<file path="src/rtl/pipeline_hazard_ctrl.sv">
// Hazard/sequencing controller for the 5-stage pipeline: stall/flush control,
// E-stage forwarding selects, multi-cycle execute hold and perf counters.
//
// state   | meaning
// RUN     | normal issue; load-use, control-flush and mul-start handling
// MC_WAIT | pipeline held while the multi-cycle unit runs
module pipeline_hazard_ctrl #(
    parameter int MC_TIMEOUT = 64,
    parameter int CNT_W      = 32
) (
    input  logic             clk,
    input  logic             reset,
    input  logic [4:0]       Rs1D,
    input  logic [4:0]       Rs2D,
    input  logic [4:0]       Rs1E,
    input  logic [4:0]       Rs2E,
    input  logic [4:0]       RdE,
    input  logic [4:0]       RdM,
    input  logic [4:0]       RdW,
    input  logic             RegWriteM,
    input  logic             RegWriteW,
    input  logic [1:0]       ResultSrcE,
    input  logic             PCSrcE,
    input  logic             MulStartE,
    input  logic             MulDoneE,
    output logic             StallF,
    output logic             StallD,
    output logic             StallE,
    output logic             FlushD,
    output logic             FlushE,
    output logic             FlushM,
    output logic [1:0]       ForwardAE,
    output logic [1:0]       ForwardBE,
    output logic             McBusy,
    output logic             McError,
    output logic [CNT_W-1:0] StallCycles,
    output logic [CNT_W-1:0] FlushCycles
);

    localparam int TW = (MC_TIMEOUT > 1) ? $clog2(MC_TIMEOUT) : 1;
    localparam logic [TW-1:0] TMO_LAST = TW'(MC_TIMEOUT - 1);

    typedef enum logic [0:0] {RUN, MC_WAIT} state_t;

    state_t        state, state_nxt;
    logic [TW-1:0] tmo_cnt;
    logic          tmo_last;
    logic          lw_stall;

    assign tmo_last = (tmo_cnt == TMO_LAST);
    assign lw_stall = (ResultSrcE == 2'b01) && (RdE != 5'd0) &&
                      ((RdE == Rs1D) || (RdE == Rs2D));

    always_comb begin
        state_nxt = state;
        StallF    = 1'b0;
        StallD    = 1'b0;
        StallE    = 1'b0;
        FlushD    = 1'b0;
        FlushE    = 1'b0;
        FlushM    = 1'b0;
        ForwardAE = 2'b00;
        ForwardBE = 2'b00;
        McBusy    = (state == MC_WAIT);

        // M result is newer than W, so it wins on a double match
        if (RegWriteM && (RdM == Rs1E) && (Rs1E != 5'd0))      ForwardAE = 2'b10;
        else if (RegWriteW && (RdW == Rs1E) && (Rs1E != 5'd0)) ForwardAE = 2'b01;
        if (RegWriteM && (RdM == Rs2E) && (Rs2E != 5'd0))      ForwardBE = 2'b10;
        else if (RegWriteW && (RdW == Rs2E) && (Rs2E != 5'd0)) ForwardBE = 2'b01;

        case (state)
            RUN: begin
                if (PCSrcE) begin
                    FlushD = 1'b1;
                    FlushE = 1'b1;
                end else if (MulStartE && !MulDoneE) begin
                    StallF    = 1'b1;
                    StallD    = 1'b1;
                    StallE    = 1'b1;
                    FlushM    = 1'b1;
                    state_nxt = MC_WAIT;
                end else if (lw_stall) begin
                    StallF = 1'b1;
                    StallD = 1'b1;
                    FlushE = 1'b1;
                end
            end
            MC_WAIT: begin
                if (MulDoneE || tmo_last) begin
                    state_nxt = RUN;
                end else begin
                    StallF = 1'b1;
                    StallD = 1'b1;
                    StallE = 1'b1;
                    FlushM = 1'b1;
                end
            end
            default: state_nxt = RUN;
        endcase

        if (!reset) begin
            StallF    = 1'b0;
            StallD    = 1'b0;
            StallE    = 1'b0;
            FlushD    = 1'b0;
            FlushE    = 1'b0;
            FlushM    = 1'b0;
            ForwardAE = 2'b00;
            ForwardBE = 2'b00;
            McBusy    = 1'b0;
        end
    end

    always_ff @(posedge clk) begin
        if (!reset) begin
            state       <= RUN;
            tmo_cnt     <= '0;
            McError     <= 1'b0;
            StallCycles <= '0;
            FlushCycles <= '0;
        end else begin
            state <= state_nxt;
            if ((state == MC_WAIT) && (state_nxt == MC_WAIT))
                tmo_cnt <= tmo_cnt + TW'(1);
            else
                tmo_cnt <= '0;
            if ((state == MC_WAIT) && !MulDoneE && tmo_last)
                McError <= 1'b1;
            if (StallD && !(&StallCycles))
                StallCycles <= StallCycles + CNT_W'(1);
            if (FlushE && !(&FlushCycles))
                FlushCycles <= FlushCycles + CNT_W'(1);
        end
    end

endmodule

</file>
<file path="config.mk">
export PLATFORM = sky130hd
export DESIGN_NAME = pipeline_hazard_ctrl
export DESIGN_NICKNAME = d
export VERILOG_FILES = /design/src/rtl/pipeline_hazard_ctrl.sv
export SDC_FILE = /design/constraint.sdc
export NUM_CORES = 1
export LEC_CHECK = 0
export CAP_MARGIN = 10
export CORE_UTILIZATION = 45
export CTS_CLUSTER_DIAMETER = 60
export CTS_CLUSTER_SIZE = 16
export DETAILED_ROUTE_END_ITERATION = 7
export PLACE_DENSITY_LB_ADDON = 0.2
export SYNTH_ARGS = -nofsm -noshare
export SYNTH_HDL_FRONTEND = slang
export SYNTH_SLANG_ARGS = --single-unit
</file>
<file path="constraint.sdc">
create_clock -name clk -period 5.5 [get_ports clk]
set_input_delay 0.825 -clock clk [delete_from_list [all_inputs] [get_ports clk]]
set_output_delay 0.825 -clock clk [all_outputs]
set_load 0.02 [all_outputs]
</file>
==> results of run 1 <==
-- cells in the mapped netlist (4+ instances only) --
master and count:
dfxtp_1 72, a21oi_1 40, nand2_1 36, nand3_1 30, xnor2_1 26, o31ai_1 25
or4_1 25, nor2_1 24, o21ai_0 19, or3_1 18, nand4_1 17, inv_1 14
clkbuf_1 12, and3_1 9, and4_1 9, nor4_1 9, o211ai_1 9, o41ai_1 9
xor2_1 9, o311ai_0 8, buf_4 7, and2_1 6, mux2i_1 6, nand2b_1 6
nor3_1 5, o21a_1 4, o31a_1 4
-- power by group through the flow --
stage	clock [W]	combinational (W)	sequential, W
after floorplan	0	0.0000547	0.000536
after global placement	0	0.000107	0.000536
after detailed placement	0	0.000110	0.000536
after CTS	0.000396	0.000110	0.000524
after global routing	0.000421	0.000118	0.000524
final	0.000395	0.000110	0.000524
-- how the worst max path moves through the flow --
stage,from,endpoint,slack (ps),depth (start not counted)
after floorplan,RdE[1],StallF,2320,7
after global placement,reset,FlushE,1330,7
after detailed placement,reset,FlushE,1270,7
after CTS,reset,FlushE,1270,7
after global routing,reset,FlushE,1070,7
final,reset,FlushE,1280,7
-- logic make-up after synthesis --
kind of cell / after synthesis
simple gates: 212
compound gates: 128
mux: 6
flops: 72
buf+inv: 43
fa+ha+maj: 3
xor+xnor: 35
-- cells in the final DEF (no fill, tap or decap), types with 3 or more instances in the layout --
master and n:
ha_1 3, and2_1 6, nor2b_1 3, nand2_1 36, or4_1 25, o311ai_0 8, or3_1 18, o21a_1 4
nor4_1 9, nand4_1 17, clkbuf_8 11, mux2i_1 6, xnor2_1 26, nor2_1 24, o31a_1 4, xor2_1 9
nor3_1 5, a21oi_1 40, o41ai_1 9, o21ai_0 19, nand3_1 30, buf_4 6, inv_1 14, clkdlybuf4s50_1 119
and3_1 9, and4_1 9, nand2b_1 6, o211ai_1 9, dfxtp_1 72, o31ai_1 25
-- registers in the layout (all words and copies together) (netlist names) --
signal / cells
tmo_cnt: 6
McError: 1
FlushCycles: 32
StallCycles: 32
state: 1
-- metal layers --
metal,track usage,vias up
li1,-,2118
met5,0,-
met4,0.140,0
met1,0.290,2079
met3,0.0429,26
met2,0.402,157
-- area by class of cell --
class                           count  area [um^2]
Fill cell                         802         3290
Clock inverter                      4         28.8
Sequential cell                    72         1440
Inverter                           15         56.3
Timing Repair Buffer              125         1240
Tap cell                          108          135
Clock buffer                       12          155
Multi-Input combinational cell    384         2500
-- per-stage QoR --
stage                     cells  power, W  setup WS, ps  cell area, um^2  hold WS, ps
final                       720   0.00103          1280             5550          444
after global routing        720   0.00106          1070             5550          480
after CTS                   720   0.00103          1270             5550          448
after detailed placement    704  0.000646          1270             5370          434
after global placement      704  0.000643          1330             5370          420
after floorplan             499  0.000591          2320             4170          413
==> impl_metrics.py, run 1 <==
metrics = {
    "floorplan": {
        "fp.dieW_um": 98.3,
        "rows": 34,
        "num_io_pins": 120,
        "core_um2": 8850,
        "die_h_um": 98.3,
        "die_area_um2": 9650,
        "initial_core_util": 0.471,
    },
    "timing": {
        "maxSlewViolCount": 0,
        "timing.setup.tns_ps": 0,
        "grt_setup_unrepaired": "false",
        "min_period_ps": 4220,
        "hold_violations": 0,
        "final-setup-viol-count": 0,
        "skew_ps": 18.4,
        "timing.final.crit_share": 0.768,
        "slew_headroom": 0.475,
        "worstMarginPinSlew_ps": 784,
        "fmax_mhz": 237,
    },
    "global_route": {
        "first_global_vias": 4125,
        "track_usage": 0.240,
        "antenna_found_initial": 0,
        "grt-ovfl-total": 0,
        "grt_pass1_wl_um": 18800,
        "grt_max_degree": 45,
    },
    "synth": {
        "syn-cell-area_um2": 4170,
        "synth_top_area_share": 0.346,
        "ys_top_cells_by_area": "dfxtp_1 35%, xnor2_1 5.5%, a21oi_1 4.8%",
        "syn_inst": 499,
        "synth_top_family_by_area": "simple AND/OR/NAND/NOR gates",
        "muxShareOfSynthArea": 0.0144,
        "yosys.area_share.simple": 0.294,
        "ys_ff_latch": 72,
        "synth_edf_count": 0,
        "ys.flop_type": "dfxtp_1",
        "synth-xor-area-share": 0.0735,
        "yosys.area.top_type": "dfxtp_1",
        "yosysWarnings": 0,
        "synth_seq_area_share": 0.346,
        "synth-async-reset-ratio": 0,
        "synth_cell_types": 57,
        "synth_area_per_cell_um2": 8.35,
        "synth_compound_area_frac": 0.209,
        "syn_nets": 546,
        "synth-adder-area-share": 0.00900,
    },
    "setup_path": {
        "critPathMaxStageDelay_ps": 980,
        "worstPathArrival_ps": 3400,
        "crit_buf_inv": 4,
        "critPathTopFamily": "buffers and inverters",
        "r2r_start": "FlushCycles[0]",
        "required_ps": 4680,
        "r2r_cells": 7,
        "reg2reg_to": "FlushCycles[24]",
        "crit_chain": "clkdlybuf4s50_1, o2111ai_2, o31ai_2, o21ai_1, buf_4, inv_1, clkdlybuf4s50_1",
        "crit_slowest_cell": "clkdlybuf4s50_1",
        "timing.reg2reg.setup_slack_ps": 3070,
        "crit_path_frequent_cell": "clkdlybuf4s50_1",
        "cp-end-kind": "output port",
        "cp_max_fo": 23,
        "start_kind": "input pin",
        "worstSetupPathType": "in -> out",
    },
    "hold_path": {
        "hp-class": "reg -> reg",
        "whs_endpoint": "tmo_cnt[0]",
        "hp-start": "tmo_cnt[0]",
        "whs_path_depth": 1,
    },
    "power": {
        "comb_power_share": 0.107,
        "p_leak_nw": 1.69,
        "switching_share": 0.255,
        "intPower_w": 0.000766,
        "peakVddDrop_uv": 98.4,
        "clockPowerShare": 0.384,
        "power_frac_seq": 0.509,
        "power_density_nw_per_um2": 185,
        "switchingPower_w": 0.000262,
    },
    "detailed_routing": {
        "via_per_inst": 6.08,
        "top_layer": "met4",
        "post_drt_wl_per_cell_um": 15.8,
        "met2WireLength_um": 5540,
        "drtPass1Iterations": 6,
        "ant_nets": 0,
        "totalWireLength_um": 11400,
        "vias": 4380,
        "drt-initial-drc-count": 179,
        "wl_met3_um": 775,
        "drc": 6,
        "wl_met1_um": 4730,
    },
    "final_layout": {
        "antenna_cells": 0,
        "nets": 654,
        "drive_above_1_share": 0.0572,
        "syn_to_final_growth_pct": 33.2,
        "utilization": 0.628,
    },
    "run_status": {
        "status": "finished, violations left",
        "violations": "DRC",
    },
    "clock_tree": {
        "cts_setup_buffers": 0,
        "numCtsBuffers": 9,
        "clk_path_buf_depth": 2,
        "cts_root_buf": "clkbuf_8",
        "ctsHoldBuffers": 0,
        "worstSkewPairLatency_ps": 360,
        "cts_sinks": 72,
        "clk_pin_slew_ps": 70,
        "cts_max_level": 3,
        "cts-resized-gates": 0,
        "cts_tree": "yes",
    },
    "place": {
        "io_buffer_count": 119,
        "routabilityCongestion": 0.970,
        "dp_hpwl_um": 8550,
    },
    "flow_run": {
        "drv_cap": 0,
    },
}
Power figures use the tool's default switching activity.
==> run 2, diff against run 1 <==
--- a/config.mk
+++ b/config.mk
@@ -6,7 +6,7 @@
 export NUM_CORES = 1
 export LEC_CHECK = 0
 export CAP_MARGIN = 10
-export CORE_UTILIZATION = 45
+export CORE_UTILIZATION = 44
 export CTS_CLUSTER_DIAMETER = 60
 export CTS_CLUSTER_SIZE = 16
 export DETAILED_ROUTE_END_ITERATION = 7
==> constraint.sdc (replaced) <==
create_clock -name clk -period 3.61 [get_ports clk]
set_input_delay 0.5415 -clock clk [delete_from_list [all_inputs] [get_ports clk]]
set_output_delay 0.5415 -clock clk [all_outputs]
set_load 0.02 [all_outputs]
==> run 2 against run 1 <==
  * The flow now finishes without violations
  * Global-route usage shrank 1.8 points
  * Hold slack better by 3.0 ps
  * Core utilization decreased by 1.7 points
  * Highest routed layer unchanged
  * Non-clock buffer count up 3
  * Total power up 63%
  * Die area up 2.2%
==> impl_metrics.py, run 2 (synthesis results as in run 1) <==
metrics = {
    "final_layout": {
        "nets": 657,
        "final_common_cell": "clkdlybuf4s50_1",
        "drive_above_1_share": 0.0618,
        "multi_input_area_um2": 2500,
        "seq_area_um2": 1440,
        "syn_to_final_growth_pct": 34.7,
        "utilization": 0.611,
        "fillers": 837,
        "antenna_cells": 0,
        "final_cell_mix": "119 x clkdlybuf4s50_1, 72 x dfxtp_1, 40 x a21oi_1, 36 x nand2_1, 30 x nand3_1",
        "top_regs": "FlushCycles x32, StallCycles x32, tmo_cnt x6",
        "final_cells": 726,
    },
    "timing": {
        "hold_violations": 0,
        "maxSlewViolCount": 0,
        "worstMarginPinSlew_ps": 1190,
        "min_period_ps": 3340,
        "final-setup-viol-count": 0,
        "timing.final.crit_share": 0.926,
        "timing.setup.tns_ps": 0,
        "skew_ps": 11.7,
        "slew_headroom": 0.202,
        "fmax_mhz": 299,
        "grt_setup_unrepaired": "false",
    },
    "detailed_routing": {
        "via_per_inst": 5.96,
        "drt-initial-drc-count": 150,
        "post_drt_wl_per_cell_um": 15.2,
        "ant_nets": 0,
        "drc": 0,
        "vias": 4328,
        "drtPass1Iterations": 5,
        "totalWireLength_um": 11000,
    },
    "setup_path": {
        "start_kind": "input pin",
        "timing.reg2reg.setup_slack_ps": 920,
        "r2r_start": "FlushCycles[0]",
        "required_ps": 3070,
        "reg2reg_to": "FlushCycles[0]",
        "cp_max_fo": 3,
        "r2r_cells": 8,
        "worstSetupPathType": "in -> out",
        "cp-end-kind": "output port",
        "cp-endpoint": "StallD",
        "worstPathArrival_ps": 2800,
        "crit_start": "RdE[1]",
    },
    "clock_tree": {
        "numCtsBuffers": 9,
        "cts_sinks": 72,
        "clk_pin_slew_ps": 80,
        "cts-resized-gates": 0,
        "cts_root_buf": "clkbuf_8",
        "ctsHoldBuffers": 0,
        "cts_max_level": 3,
        "worstSkewPairLatency_ps": 340,
        "clk_path_buf_depth": 2,
        "cts_setup_buffers": 0,
        "cts_tree": "yes",
    },
    "hold_path": {
        "hp-start": "tmo_cnt[0]",
        "hp-class": "reg -> reg",
    },
    "power": {
        "p_leak_nw": 1.72,
        "power_density_nw_per_um2": 298,
        "peakVddDrop_uv": 236,
        "p_total_w": 0.00167,
    },
    "global_route": {
        "track_usage": 0.223,
        "grt_pass1_wl_um": 18000,
        "antenna_found_initial": 0,
        "grt_max_degree": 45,
        "grt-ovfl-total": 0,
        "first_global_vias": 3951,
    },
    "floorplan": {
        "rows": 35,
        "num_io_pins": 120,
        "fp.dieW_um": 99.3,
        "core_um2": 9200,
        "initial_core_util": 0.453,
        "die_area_um2": 9870,
        "die_h_um": 99.3,
    },
    "place": {
        "routabilityCongestion": 0.837,
        "dp_hpwl_um": 7990,
        "dp_cells": 710,
        "io_buffer_count": 119,
    },
    "run_status": {
        "status": "completed",
    },
    "flow_run": {
        "drv_cap": 0,
    },
}
run 2: cell type report:
cell class                 count  share of cell area
clock inverter                 6              0.0165
inverter                      15              0.0100
multi-input combinational    384               0.445
sequential                    72               0.257
clock buffer                  10              0.0227
timing repair buffer         128               0.224
tap                          111              0.0247
run 2: critical path: stages:
cell	delay (ps)
clkdlybuf4s50_1	460
or4_1	560
o2111ai_2	260
nor2_1	90
a21oi_2	220
inv_1	110
clkdlybuf4s50_1	550
run 2: worst min-delay path by stage:
stage	to	slack [ps]	depth (start not counted)
6_report	tmo_cnt[0]	450	1
5_1_grt	tmo_cnt[0]	470	1
2_1_floorplan	tmo_cnt[0]	410	1
3_3_place_gp	tmo_cnt[0]	420	1
3_5_place_dp	tmo_cnt[0]	440	1
4_1_cts	tmo_cnt[0]	450	1
run 2: metal layers:
| metal | vias to the layer above | wire, um | track usage |
|---|---|---|---|
| met3 | 9 | 782 | 0.0464 |
| met2 | 156 | 5200 | 0.370 |
| li1 | 2120 | - | - |
| met5 | - | 0 | 0 |
| met1 | 2043 | 4940 | 0.291 |
| met4 | 0 | 91 | 0.0656 |
run 2: metrics by stage:
stage | instance area [um^2] | worst slack, ps | hold WS [ps]
6_report | 5620 | 267 | 447
5_1_grt | 5620 | 160 | 468
4_1_cts | 5620 | 261 | 454
3_5_place_dp | 5400 | 278 | 442
3_3_place_gp | 5400 | 294 | 424
2_1_floorplan | 4170 | 998 | 413
run 2: power breakdown:
group | internal (W) | total [W] | switching [W]
Combinational | 0.0000859 | 0.000167 | 0.0000814
Sequential | 0.000795 | 0.000798 | 0.00000252
Clock | 0.000393 | 0.000707 | 0.000314
